`src/rtl/instr_fetch_resp_pkg.sv`:
```
// Shared definitions for the instruction fetch line buffer: FSM encoding,
// the NOP filler word and the default line size.
package instr_fetch_resp_pkg;

  localparam int          DEFAULT_LINE_WORDS = 4;
  localparam logic [31:0] NOP_WORD           = 32'h0000_0013;

  typedef enum logic [1:0] {
    ST_IDLE = 2'b00,
    ST_REQ  = 2'b01,
    ST_FILL = 2'b10
  } fetch_state_e;

  function automatic logic is_misaligned(input logic [1:0] addr_lo);
    return (addr_lo != 2'b00);
  endfunction

endpackage

```
`src/rtl/instr_fetch_resp_ibuf_line.sv`:
```
// Single-line instruction buffer: LINE_WORDS words written one beat at a time,
// read asynchronously by word index.
module ibuf_line
  import instr_fetch_resp_pkg::*;
#(
  parameter int WIDTH      = 32,
  parameter int LINE_WORDS = DEFAULT_LINE_WORDS,
  localparam int IDX_W     = $clog2(LINE_WORDS)
) (
  input  logic             clk,
  input  logic             rst,
  input  logic             wr_en_i,
  input  logic [IDX_W-1:0] wr_idx_i,
  input  logic [WIDTH-1:0] wr_data_i,
  input  logic [IDX_W-1:0] rd_idx_i,
  output logic [WIDTH-1:0] rd_data_o
);

  logic [WIDTH-1:0] words_q [LINE_WORDS];

  // Reset preloads NOPs so a stale read can never surface random data.
  always_ff @(posedge clk) begin
    if (rst) begin
      for (int i = 0; i < LINE_WORDS; i++) begin
        words_q[i] <= WIDTH'(NOP_WORD);
      end
    end else if (wr_en_i) begin
      words_q[wr_idx_i] <= wr_data_i;
    end
  end

  assign rd_data_o = words_q[rd_idx_i];

endmodule

```
`src/rtl/instr_fetch_resp.sv`:
```
// Instruction fetch responder: zero-latency hits out of a one-line buffer,
// line refill from backing memory via a request/ack then beat-stream handshake.
module instr_fetch_resp
  import instr_fetch_resp_pkg::*;
#(
  parameter int WIDTH      = 32,
  parameter int LINE_WORDS = DEFAULT_LINE_WORDS
) (
  input  logic             clk,
  input  logic             rst,
  input  logic [WIDTH-1:0] instr_addr,
  output logic [WIDTH-1:0] instr,
  output logic             instr_valid,
  output logic             stall_fetch,
  output logic             misalign,
  output logic             mem_req,
  output logic [WIDTH-1:0] mem_addr,
  input  logic             mem_ack,
  input  logic             mem_rvalid,
  input  logic [WIDTH-1:0] mem_rdata
);

  localparam int IDX_W = $clog2(LINE_WORDS);
  localparam int OFF_W = IDX_W + 2;
  localparam int TAG_W = WIDTH - OFF_W;
  localparam logic [IDX_W-1:0] LAST_BEAT = IDX_W'(LINE_WORDS - 1);

  fetch_state_e     state_q;
  logic             line_valid_q;
  logic [IDX_W-1:0] beat_q;
  logic [TAG_W-1:0] tag_q;
  logic [TAG_W-1:0] req_line_q;
  logic             mem_req_q;
  logic [WIDTH-1:0] mem_addr_q;

  logic [TAG_W-1:0] addr_tag_s;
  logic [IDX_W-1:0] word_idx_s;
  logic             misalign_s;
  logic             hit_s;
  logic             miss_start_s;
  logic             buf_wr_en_s;
  logic [WIDTH-1:0] buf_rd_data_s;

  assign addr_tag_s   = instr_addr[WIDTH-1:OFF_W];
  assign word_idx_s   = instr_addr[OFF_W-1:2];
  assign misalign_s   = is_misaligned(instr_addr[1:0]);
  assign hit_s        = (state_q == ST_IDLE) && line_valid_q
                        && (tag_q == addr_tag_s) && !misalign_s;
  assign miss_start_s = (state_q == ST_IDLE) && !misalign_s && !hit_s;
  assign buf_wr_en_s  = (state_q == ST_FILL) && mem_rvalid;

  ibuf_line #(
    .WIDTH      (WIDTH),
    .LINE_WORDS (LINE_WORDS)
  ) u_ibuf_line (
    .clk       (clk),
    .rst       (rst),
    .wr_en_i   (buf_wr_en_s),
    .wr_idx_i  (beat_q),
    .wr_data_i (mem_rdata),
    .rd_idx_i  (word_idx_s),
    .rd_data_o (buf_rd_data_s)
  );

  // Refill FSM; mem_req/mem_addr are registered alongside the state so they
  // are exactly "in REQ" without a combinational path from instr_addr.
  always_ff @(posedge clk) begin
    if (rst) begin
      state_q      <= ST_IDLE;
      line_valid_q <= 1'b0;
      beat_q       <= '0;
      tag_q        <= '0;
      req_line_q   <= '0;
      mem_req_q    <= 1'b0;
      mem_addr_q   <= '0;
    end else begin
      case (state_q)
        ST_IDLE: begin
          if (miss_start_s) begin
            state_q      <= ST_REQ;
            line_valid_q <= 1'b0;
            req_line_q   <= addr_tag_s;
            mem_req_q    <= 1'b1;
            mem_addr_q   <= {addr_tag_s, {OFF_W{1'b0}}};
          end
        end
        ST_REQ: begin
          if (mem_ack) begin
            state_q    <= ST_FILL;
            beat_q     <= '0;
            mem_req_q  <= 1'b0;
            mem_addr_q <= '0;
          end
        end
        ST_FILL: begin
          if (mem_rvalid) begin
            beat_q <= beat_q + IDX_W'(1);
            if (beat_q == LAST_BEAT) begin
              tag_q        <= req_line_q;
              line_valid_q <= 1'b1;
              state_q      <= ST_IDLE;
            end
          end
        end
        default: begin
          state_q    <= ST_IDLE;
          mem_req_q  <= 1'b0;
          mem_addr_q <= '0;
        end
      endcase
    end
  end

  // Hit path is purely combinational so the IF stage sees the word in-cycle.
  assign instr       = hit_s ? buf_rd_data_s : WIDTH'(NOP_WORD);
  assign instr_valid = hit_s;
  assign stall_fetch = (state_q != ST_IDLE) || miss_start_s;
  assign misalign    = misalign_s;
  assign mem_req     = mem_req_q;
  assign mem_addr    = mem_addr_q;

endmodule

```
`config.mk`:
```
export PLATFORM = sky130hd
export DESIGN_NAME = instr_fetch_resp
export DESIGN_NICKNAME = d
export VERILOG_FILES = /design/src/rtl/instr_fetch_resp_pkg.sv /design/src/rtl/instr_fetch_resp_ibuf_line.sv /design/src/rtl/instr_fetch_resp.sv
export SDC_FILE = /design/constraint.sdc
export NUM_CORES = 1
export LEC_CHECK = 0
export CORE_MARGIN = 3
export CORE_UTILIZATION = 30
export DETAILED_ROUTE_END_ITERATION = 8
export PLACE_DENSITY = 0.58
export SLEW_MARGIN = 40
export SYNTH_ARGS = -nofsm -noshare
export SYNTH_HDL_FRONTEND = slang
export SYNTH_HIERARCHICAL = 1
export SYNTH_SLANG_ARGS = --single-unit
export TNS_END_PERCENT = 30
```
`constraint.sdc`:
```
create_clock -name clk -period 2.9 [get_ports clk]
set_input_delay 0.58 -clock clk [delete_from_list [all_inputs] [get_ports clk]]
set_output_delay 0.58 -clock clk [all_outputs]
set_load 0.05 [all_outputs]
```
==> results.md <==
Clocking:
- Buffers inserted during clock tree synthesis total 25.
- The clock root buffer is clkbuf_16.
- Clock-pin slew was measured on the worst setup and hold paths at ~0.060 ns.
- CTS built an H-tree with a depth of 1.
- TritonCTS built the clock tree.
- The number of hold buffers added after CTS was 0.
- The clock latency on the worst-skew pair is 0.51 ns.
- No sink is reached through more buffers than the 3 on the longest clock path.
- The total clock sinks is about 220.

Global route:
- The total grt overflow is 0.
- The first global-routing pass estimated 38800 microns of wire.
- The number of global-route vias before repair is 6765.
- Entering global routing, the biggest net connects 87 pins.
- Across every metal layer, demand over resource in global routing totals 0.146.
- The initial antenna violation count is 2.

Worst hold path:
- The class of the tightest hold or removal check is register to register.

Route:
- The total wire length is 25200 microns.
- The first-pass iteration count of the detailed router is 4.
- The violation count after the first detailed-routing iteration is 335.
- The count of antenna-violating nets left after detailed routing is 0.
- The overall via count from detail_route is 6568.
- In the routed design, unresolved DRC markers number 0.
- After detailed routing, the average wire length per cell comes to approximately 19 microns.
- After detailed routing, the number of vias per cell comes to around 4.8.

Pwr:
- The power density over the cells is 566 nW/um^2.
- The maximum ir drop on the vdd rail is 0.346 mV.
- The leakage power is about 0.0048 uW.

Worst setup path:
- The maximum net fanout on the critical path is 11.
- STA classifies the critical path endpoint as a primary output.
- The worst setup path is of the input pin to primary output kind.
- The required time at the endpoint of the critical path is 2.32 ns.
- The data arrival time of the worst path is 2.69 ns.
- The type of origin of the critical path is an input pin.

Status:
- The checks that failed: negative setup slack.
- The run finished, with violations left.

Logic synthesis:
- The area of the mapped netlist is 9620 sq um.
- By area the synthesized netlist is led by edfxtp_1 (40%), dfxtp_1 (19%), and2_1 (9.5%).
- The share of the synthesized area in the top cell type is 0.400.
- The number of synthesis warnings is 6.
- The sequential-to-total area share from yosys stat is 0.587.
- The number of synthesized flops with an enable pin is approximately 130.
- The post-synthesis cell count is 794.
- The share of flip-flops with an asynchronous set or reset after synthesis is 0.
- For this run, the leading register cell type out of synthesis is edfxtp_1.
- The synthesis-stage register bit count is 218.
- The number of distinct library cells after synthesis is 43.
- Of all cell types, the one taking the most synthesized area is edfxtp_1.
- A synthesized cell averages 12.1 sq um.

STA:
- Headroom to the max-slew limit came out at 0.642.
- The highest clock rate is 306 MHz.
- The shortest clock period the worst path allows after layout is 3.27 ns.
- Setup repair after global routing could not meet its margin everywhere.
- The number of max-slew violations in the final report is 0.
- The share of the clock period used by the worst path after layout is 1.13.
- The number of failing setup endpoints in the final timing report is 34.
- The setup clock skew after layout is slightly above 0.009 ns.
- For the pin with the worst max-slew slack, the measured transition is 0.535 ns.
- Setup slack on the critical path of the routed design comes to -0.372 ns.
- The number of failing hold endpoints at the final stage was 0.

Floorplan:
- The floorplan step set the die height to about 190 microns.
- The area inside the core boundary is 31100 sq um.
- Row generation in the floorplan step produced 64 rows.
- The width of the die is between 150 and 200 microns.
- The top-level I/O count is 136.
- The starting density of the core is 0.310.
- The area enclosed by the die boundary is 34200 sq um.

Placement:
- The placed wire-length estimate after detailed placement is 16000 microns.
- The instance count after placement with tap cells included is 1307.
- The post-placement worst setup slack is -0.660 ns.
- The count of buffers added on input and output ports is 131.
- Routability-driven placement finished with a final weighted congestion of 0.822.

Cells and area:
- The post-synthesis to final-layout area growth is 35.9%.
- Of the cells placed in the final design, the portion with a size suffix greater than 1 is 0.196.
- The finished layout holds between 1000 and 1500 standard cells, fillers aside.
- The count of nets after finishing is 1010.

Job:
- The number of violations of the max-capacitance limit is 0.
-- Yosys cell counts, types with 11 or more instances --
cell type / count
nand2_1: 89
o21ai_0: 34
dfxtp_1: 90
a21oi_1: 33
o2111ai_1: 28
nor4_1: 11
and2_1: 146
nand3_1: 30
o21ai_1: 29
clkbuf_1: 38
mux4_1: 28
nand2b_1: 15
xor2_1: 27
edfxtp_1: 128
-- metrics by stage --
stage | setup TNS, ns | instance area (sq um) | util | power [uW] | hold WS, ns
after global routing | -15.18 | 13100 | 0.421 | 7640 | 0.461
after floorplan | -1.84 | 9650 | - | 3790 | 0.429
after CTS | -9.27 | 13000 | 0.420 | 7490 | 0.450
final | -11.92 | 13100 | 0.421 | 7390 | 0.448
after detailed placement | -20.69 | 11900 | 0.384 | 4090 | 0.440
after global placement | -20.15 | 11900 | 0.384 | 4090 | 0.437
-- repair_timing --
item	in CTS	in global routing
hold endpoints to repair	0	0
setup endpoints to repair	34	34
setup buffers	3	0
pin swaps	14	15
gates cloned	2	0
resized for setup	48	16
-- cells by family (layout without fill, tap and decap cells) --
kind of cell / count (synthesis) / after routing / synth area share
other: 1 / 5 / 0.000390
buffers and inverters: 67 / 229 / 0.0358
AO/OA/AOI/OAI: 131 / 131 / 0.0812
flip-flops: 218 / 218 / 0.587
XOR/XNOR: 28 / 28 / 0.0255
AND/OR/NAND/NOR: 316 / 316 / 0.183
adder cells (fa/ha/maj): 1 / 1 / 0.00130
multiplexers: 32 / 32 / 0.0859
-- power breakdown --
group	switching [uW]	leakage, uW	internal, uW	total (uW)
registers	36.4	0.00201	3370	3410
clock network	1250	0.000430	2120	3370
logic	357	0.00238	259	616
-- area by class of cell --
cell class | instances | area, sq um
Clock buffer | 32 | 692
Tap cell | 396 | 495
Timing Repair Buffer | 181 | 2210
Sequential cell | 218 | 5650
Fill cell | 2872 | 18000
Multi-Input combinational cell | 512 | 3820
Clock inverter | 13 | 193
Inverter | 3 | 11.3
Antenna cell | 1 | 2.50
-- critical path: stages --
cell and delay (ns):
dlygate4sd2_1 0.24, or4_4 0.59, nor3_4 0.19, nand4_1 0.17, nor4_4 0.28, buf_6 0.20, buf_12 0.15, and2_4 0.16
buf_12 0.13
-- metal layers --
layer	global-route usage	wire length (microns)	part of all wire	vias to the layer above
met2	0.236	11900	0.47	147
met1	0.201	11600	0.46	3232
met3	0.0261	1180	0.047	35
met4	0.0417	503	0.020	2
li1	-	-	-	3152
met5	0	13	0.00052	-
-- cell usage in the layout, fill, tap and decap left out, types with 4 or more instances in the layout --
| master | instances |
|---|---|
| clkbuf_8 | 4 |
| clkinv_2 | 4 |
| o2111ai_1 | 28 |
| clkbuf_16 | 25 |
| and2_4 | 29 |
| buf_6 | 4 |
| dlymetal6s2s_1 | 7 |
| dfxtp_1 | 88 |
| mux4_2 | 4 |
| buf_4 | 34 |
| o21ai_0 | 32 |
| clkdlybuf4s50_1 | 83 |
| nor4_2 | 5 |
| nand3_1 | 30 |
| nand2_1 | 89 |
| mux4_1 | 28 |
| nand2b_1 | 13 |
| edfxtp_1 | 128 |
| buf_12 | 47 |
| a21oi_1 | 33 |
| xor2_1 | 22 |
| bufinv_16 | 5 |
| nor4_1 | 7 |
| o21ai_1 | 29 |
| nor2_1 | 6 |
| conb_1 | 4 |
| xor2_2 | 5 |
| and2_1 | 117 |
| dlygate4sd2_1 | 5 |
-- flip-flops by register name, indices dropped and copies added (netlist names) --
register             flops
req_line_q              28
tag_q                   28
beat_q                   2
state_q                  2
mem_addr                28
mem_req                  1
u_ibuf_line/words_q    128
line_valid_q             1
-- worst paths after layout --
check             slack [ns]  depth (start not counted)     startpoint        endpoint
hold reg to reg         0.45                          2  req_line_q[1]   req_line_q[1]
setup reg to reg        0.63                          7     state_q[0]  req_line_q[25]
setup / recovery       -0.37                          9  instr_addr[1]       instr[23]
hold / removal          0.45                          2  req_line_q[1]   req_line_q[1]
Note: power is estimated with default switching activity, not from simulation.
